## src/rtl/instr_fetch_unit.sv

```systemverilog
// -----------------------------------------------------------------------------
// instr_fetch_unit
//
// Instruction fetch stage of the single-issue MIPS core. It owns the PC,
// fetches one 32-bit word at a time from instruction memory and presents it to
// the decoder. When the decoder accepts the word, the fetch unit picks the next
// PC from the resolved branch/jump outcome, which is returned on that same
// accept cycle.
//
// Ports
//   clk, reset             single clock; synchronous active-high reset
//   imem_req/imem_addr     fetch request to memory and the word address (= pc)
//   imem_ready/imem_rdata  memory data return; only meaningful while imem_req=1
//   instr_valid/ready      valid/ready handshake toward the decoder
//   instr/instr_pc         held instruction and its address
//   pc_plus4               instr_pc + 4 (wraps mod 2^32)
//   branch_taken/imm       branch outcome and immediate, sampled on accept
//   jump/jump_index        jump outcome and 26-bit index, sampled on accept
//   fetch_count            number of accepted instructions since reset (wraps)
// -----------------------------------------------------------------------------
module instr_fetch_unit #(
  parameter logic [31:0] RESET_PC = 32'h0000_0000,
  parameter int          CNT_W    = 32
) (
  input  logic             clk,
  input  logic             reset,
  output logic             imem_req,
  output logic [31:0]      imem_addr,
  input  logic             imem_ready,
  input  logic [31:0]      imem_rdata,
  output logic             instr_valid,
  input  logic             instr_ready,
  output logic [31:0]      instr,
  output logic [31:0]      instr_pc,
  output logic [31:0]      pc_plus4,
  input  logic             branch_taken,
  input  logic [15:0]      branch_imm,
  input  logic             jump,
  input  logic [25:0]      jump_index,
  output logic [CNT_W-1:0] fetch_count
);

  typedef enum logic {
    S_FETCH = 1'b0,
    S_HOLD  = 1'b1
  } state_e;

  state_e             state_q,       state_d;
  logic [31:0]        pc_q,          pc_d;
  logic [31:0]        instr_q,       instr_d;
  logic [31:0]        instr_pc_q,    instr_pc_d;
  logic [CNT_W-1:0]   fetch_count_q, fetch_count_d;

  logic [31:0]        pc_plus4_w;
  logic [31:0]        branch_off;
  logic [31:0]        next_pc;

  // Redirect target. Only used on the accept cycle, where instr_pc_q == pc_q.
  assign pc_plus4_w = instr_pc_q + 32'd4;
  assign branch_off = {{14{branch_imm[15]}}, branch_imm, 2'b00};

  always_comb begin
    if (jump) begin
      // Jump wins over a simultaneous taken branch.
      next_pc = {pc_plus4_w[31:28], jump_index, 2'b00};
    end else if (branch_taken) begin
      next_pc = pc_plus4_w + branch_off;
    end else begin
      next_pc = pc_plus4_w;
    end
  end

  always_comb begin
    // NOTE: every variable gets a default first, so no path leaves it
    // unassigned and no latch can be inferred.
    state_d       = state_q;
    pc_d          = pc_q;
    instr_d       = instr_q;
    instr_pc_d    = instr_pc_q;
    fetch_count_d = fetch_count_q;

    unique case (state_q)
      S_FETCH: begin
        if (imem_ready) begin
          instr_d    = imem_rdata;
          instr_pc_d = pc_q;
          state_d    = S_HOLD;
        end
      end
      S_HOLD: begin
        if (instr_ready) begin
          fetch_count_d = fetch_count_q + CNT_W'(1);
          pc_d          = next_pc;
          state_d       = S_FETCH;
        end
      end
      default: state_d = S_FETCH;
    endcase
  end

  always_ff @(posedge clk) begin
    // NOTE: state registers use non-blocking assignments so every flop
    // samples pre-edge values regardless of statement order.
    if (reset) begin
      state_q       <= S_FETCH;
      pc_q          <= RESET_PC;
      instr_q       <= 32'd0;
      instr_pc_q    <= RESET_PC;
      fetch_count_q <= '0;
    end else begin
      state_q       <= state_d;
      pc_q          <= pc_d;
      instr_q       <= instr_d;
      instr_pc_q    <= instr_pc_d;
      fetch_count_q <= fetch_count_d;
    end
  end

  // Handshake outputs are gated by reset so nothing is offered or requested
  // during a reset cycle, even one that arrives mid-transaction.
  assign imem_req    = ~reset & (state_q == S_FETCH);
  assign instr_valid = ~reset & (state_q == S_HOLD);
  assign imem_addr   = pc_q;
  assign instr       = instr_q;
  assign instr_pc    = instr_pc_q;
  assign pc_plus4    = pc_plus4_w;
  assign fetch_count = fetch_count_q;

endmodule
```

## config.mk

```make
export PLATFORM = sky130hd
export DESIGN_NAME = instr_fetch_unit
export DESIGN_NICKNAME = d
export VERILOG_FILES = /design/src/rtl/instr_fetch_unit.sv
export SDC_FILE = /design/constraint.sdc
export NUM_CORES = 1
export LEC_CHECK = 0
export CAP_MARGIN = 5
export CORE_ASPECT_RATIO = 0.9
export CORE_MARGIN = 5
export CORE_UTILIZATION = 50
export DETAILED_ROUTE_END_ITERATION = 10
export DONT_BUFFER_PORTS = 1
export GPL_ROUTABILITY_DRIVEN = 1
export PLACE_DENSITY = 0.67
export SYNTH_ARGS = -nofsm -noshare
export SYNTH_HDL_FRONTEND = slang
export SYNTH_SLANG_ARGS = --single-unit
export TNS_END_PERCENT = 50
```

## constraint.sdc

```tcl
create_clock -name clk -period 8.4 [get_ports clk]
set_input_delay 1.68 -clock clk [delete_from_list [all_inputs] [get_ports clk]]
set_output_delay 1.68 -clock clk [all_outputs]
set_load 0.02 [all_outputs]
```

* Yosys cells after proc, flatten, opt, wreduce, memory -nomap -nowiden
Index checks and enable logic that the tools add are counted.
** Storage, ports and cells
- Register bits after elaboration :: 129
- Bits in latches :: 0
- Memory bits (writable) :: 0
- Bits in read-only memories :: 0
- Input port bits :: 80
- Output and inout port bits :: 162
- Logic and storage cells :: 19
- Memories :: 0
** Cells by class
- Add/subtract/negate cells :: 3
- Multipliers :: 0
- Div/mod/pow operators :: 0
- Magnitude comparators :: 0
- Equal/unequal tests :: 0
- Shifts and indexed selects :: 0
- Muxes and demuxes :: 5
- Bitwise logic cells :: 4
- Reductions and logical operators :: 2
** Operators with widths (number)
- 32-bit 2-to-1 mux :: 2
- 32-bit by 1-bit adder with 32-bit output (second input constant) :: 1
- 32-bit by 3-bit adder with 32-bit output (second input constant) :: 1
- 32-bit adder :: 1
- 2-bit AND reduction :: 2
- 1-bit AND :: 2
- 1-bit 2-to-1 mux :: 2
- 1-bit inverter :: 2
- 1-bit one-hot mux with 2 select lines :: 1

* Depth between registers and ports, before layout
- Depth in word-level cells :: 4
- Mapped depth :: 17
- Mapped depth without buffers :: 16

* Worst setup path before layout
OpenSTA, ideal clock, no wires.
- Path type :: input-to-output
- Start point :: input port reset
- End point :: output port imem_req
- Arrival :: 2.654 ns
- Required time :: 6.720 ns
- Setup slack :: 4.066 ns
- Stages on the path :: 4
- Buffers on the path :: 3
- Cells stage by stage :: clkbuf_1 -> clkbuf_1 -> clkbuf_1 -> nor2_1
** Between the ends
- Longest elaborated chain between the ends :: 2
** RTL lines
- start, declared :: RTL line 26 : input logic reset,
- 1-bit inverter :: RTL line 121 : assign imem_req = ~reset & (state_q == S_FETCH);
- 1-bit AND :: RTL line 121
- end, declared :: RTL line 27 : output logic imem_req,
No other way between the ends.

* Worst setup path in the final report
- Start point :: register instr_pc_q[2], in the netlist instr_pc[2]
- End point :: output port pc_plus4[31]
** Between the ends
- Longest elaborated chain between the ends :: 1
** RTL lines
- start, declared :: RTL line 51 : logic [31:0] instr_pc_q, instr_pc_d;
- start signal, assigned :: RTL line 114 : instr_pc_q <= instr_pc_d;
- 32-bit by 3-bit adder with 32-bit output :: RTL line 59 : assign pc_plus4_w = instr_pc_q + 32'd4;
- end, declared :: RTL line 35 : output logic [31:0] pc_plus4,
No other way between the ends.

==> impl_metrics.toml <==
[global_route]
track_usage_pct = 24.95
grt_overflow = 0
grt_pass1_vias = 6195
grt_max_degree = 122
grt_pass1_wl_mm = 34.11
antenna_found_initial = 0

[drt]
drcViolationCount = 0
routed_wirelength_mm = 21.99
first_pass_iters = 4
drt_iter0_markers = 373
via_per_inst = 5.843
vias = 6567
wire_per_inst_um = 19.56
ant_nets = 0

[logic_synthesis]
yosysSeqAreaShare_pct = 35.59
ys_async_sr_fraction_pct = 0
ys.flop_type = "dfxtp_1"
ys_warn_count = 0
synth_cell_types = 64
postSynthAreaPerCell_um2 = 7.678
synth-edff-count = 0
synthesis.nets = 1063
synth_seq_cells = 129
syn-instance-count = 945
synth_area_mm2 = 0.007256

[cts]
htree_num_levels = 4
cts_buffers = 17
postCtsHoldBufs = 0
clock_latency_ns = 0.41
path_clk_slew_ns = 0.06
cts_buffer_depth = 2
cts.sinks = 129
cts_setup_buffers = 0
cts_tree = "built"
cts_root_buf = "clkbuf_16"
cts_resized = 0

[sta]
setup_viol = 0
period_needed_ns = 4.727
tns_ns = 0
final.setup_skew_ns = 0.01082
slew_headroom_pct = 25.80
finalHoldViolCount = 0
slew_viol_final = 0
min_period_over_period_pct = 56.28
rsz0062_at_grt = "no"
worstMarginPinSlew_ns = 1.109
clock.fmax_mhz = 211.5

[min_path]
min_path_type = "flip-flop to flip-flop"
worstHoldPathCells = 2
hold-path-endpoint = "instr[15]"
holdCritStartpoint = "instr[15]"

[worst_setup_path]
end_kind = "primary output"
worstPathArrival_ns = 3.05
start_kind = "flip-flop"
reg2regPathDepth = 16
critPathRequiredTime_ns = 6.72
worst-path-max-fanout = 7
regToRegSetupSlack_ns = 3.81
critPathKind = "flip-flop to primary output"
reg2reg_from = "instr_pc[2]"
reg2reg_to = "imem_addr[31]"

[pwr]
peakVddDrop_mv = 0.1497
p_per_area_mw_per_mm2 = 200.4
power_leakage_nw = 3.095

[floorplanning]
dieArea_mm2 = 0.01702
dieHeight_um = 124.3
ioPinCount = 242
fp-row-count = 41
start_util_pct = 51.43
fp.dieW_um = 137.0
core-area_mm2 = 0.01411

[placement]
place.gp.congestion = 0.9432
dpl_cell_area_mm2 = 0.007340
hpwlAfterDp_mm = 15.99
numPortBuffers = 0

[finish]
antennaDiodeCount = 0
nets = 1036
design_area_mm2 = 0.007971
syn_to_final_growth_pct = 9.864
drive_gt1_share_pct = 6.230

[run]
maxCapViolCount = 0

[outcome]
status = "finished, final reports clean"
## logic make-up after synthesis
group           after synthesis  share of synthesized area, %
simple gates                395                         23.73
compound gates              236                         20.18
flops                       129                         35.59
xor+xnor                     76                         9.174
buf+inv                      61                         3.294
fa+ha+maj                    38                         6.656
mux                          10                         1.380
## cell type report
| type | instances | area (um^2) |
|---|---|---|
| clock buffer | 18 | 429.2 |
| clock inverter | 14 | 202.7 |
| tap | 193 | 241.5 |
| sequential | 129 | 2582 |
| multi-input combinational | 755 | 4444 |
| inverter | 11 | 41.29 |
| timing repair buffer | 4 | 30.03 |
| fill | 1370 | 6136 |
## worst max-delay path by stage
stage                            from       endpoint  slack [ns]  cells past startpoint
final                     instr_pc[2]   pc_plus4[31]        3.67                      6
after CTS                 instr_pc[2]   pc_plus4[31]        3.66                      6
after global placement    instr_pc[2]  imem_addr[31]        3.97                     16
after global routing      instr_pc[2]   pc_plus4[31]        3.50                      6
after detailed placement  instr_pc[2]  imem_addr[31]        3.89                     16
after floorplan                 reset       imem_req        4.07                      4
## layout by cell type, fill, tap and decap left out, types with 7 or more instances in the layout
| cell | synthesis | routed |
|---|---|---|
| inv_1 | 11 | 11 |
| xor2_1 | 45 | 45 |
| nor2_1 | 93 | 93 |
| nor3_1 | 7 | 7 |
| and3_1 | 12 | 12 |
| a21oi_1 | 124 | 124 |
| clkbuf_16 | 0 | 17 |
| a21o_1 | 12 | 12 |
| mux2i_1 | 10 | 10 |
| ha_1 | 37 | 37 |
| nand2b_1 | 8 | 7 |
| nand3_1 | 20 | 20 |
| a211oi_1 | 11 | 11 |
| nand2_1 | 203 | 203 |
| xnor2_1 | 31 | 31 |
| or3_1 | 10 | 10 |
| dfxtp_1 | 129 | 129 |
| nand4_1 | 14 | 14 |
| o21ai_0 | 33 | 33 |
## state kept, by name, summed over array words and instances (netlist names)
signal       flops
state_q          1
instr_pc        32
fetch_count     32
instr           32
imem_addr       32
## where the power goes
group	leakage (nW)	total [mW]	switching, mW	internal [mW]
Sequential	1.05	0.673	0.0420	0.631
Clock	0.300	0.795	0.292	0.502
Combinational	1.75	0.130	0.0830	0.0472
## per-stage QoR
step	util [%]	hold WS (ns)	setup WS, ns	power, mW	cells
finish	56.51	0.5535	3.673	1.598	1124
global route	56.51	0.5705	3.503	1.658	1124
floorplan	-	0.5240	4.066	0.7923	945
detailed placement	52.03	0.5482	3.894	0.8160	1092
global placement	52.03	0.5431	3.974	0.8152	1092
CTS	56.51	0.5566	3.662	1.610	1124
## routing by layer
metal	GRT usage (%)	routed length [um]	vias up
li1	-	-	3196
met1	29.60	8678	3073
met2	40.73	10390	259
met3	9.006	2325	39
met4	9.859	602	0
met5	0	0	-
## synthesized netlist by cell type, types with 3 or more instances
master    count  share of area (%)
a221o_1       3               0.41
a211oi_1     11                1.1
xnor2_1      31                3.7
a21o_1       12                1.2
mux2i_1      10                1.4
nand2_1     203                 11
o21ai_1       4               0.28
xor2_1       45                5.4
buf_1         9               0.47
nor3b_1       3               0.31
a21oi_2       6               0.72
o21ai_0      33                2.3
o21bai_1      5               0.52
and3_1       12                1.0
nand3_1      20                1.4
nor2_1       93                4.8
and2_1        6               0.52
clkbuf_1     37                1.9
nand4_1      14                1.2
nor3_1        7               0.48
a21oi_1     124                8.6
inv_1        11               0.57
ha_1         37                6.4
o211ai_1      5               0.52
and4_1        4               0.48
nor2b_1       6               0.52
or3_1        10               0.86
o21a_1        3               0.31
o31ai_1       4               0.41
nand2b_1      8               0.69
dfxtp_1     129                 36
## worst max-delay path, stage by stage (launching register included)
cell and delay [ns]:
dfxtp_1 0.56, and2_1 0.21, nand4_1 0.19, or2_0 0.43, or3_1 0.50, nor3_2 0.24, xor2_1 0.51
(Power assumes the default switching activity.)
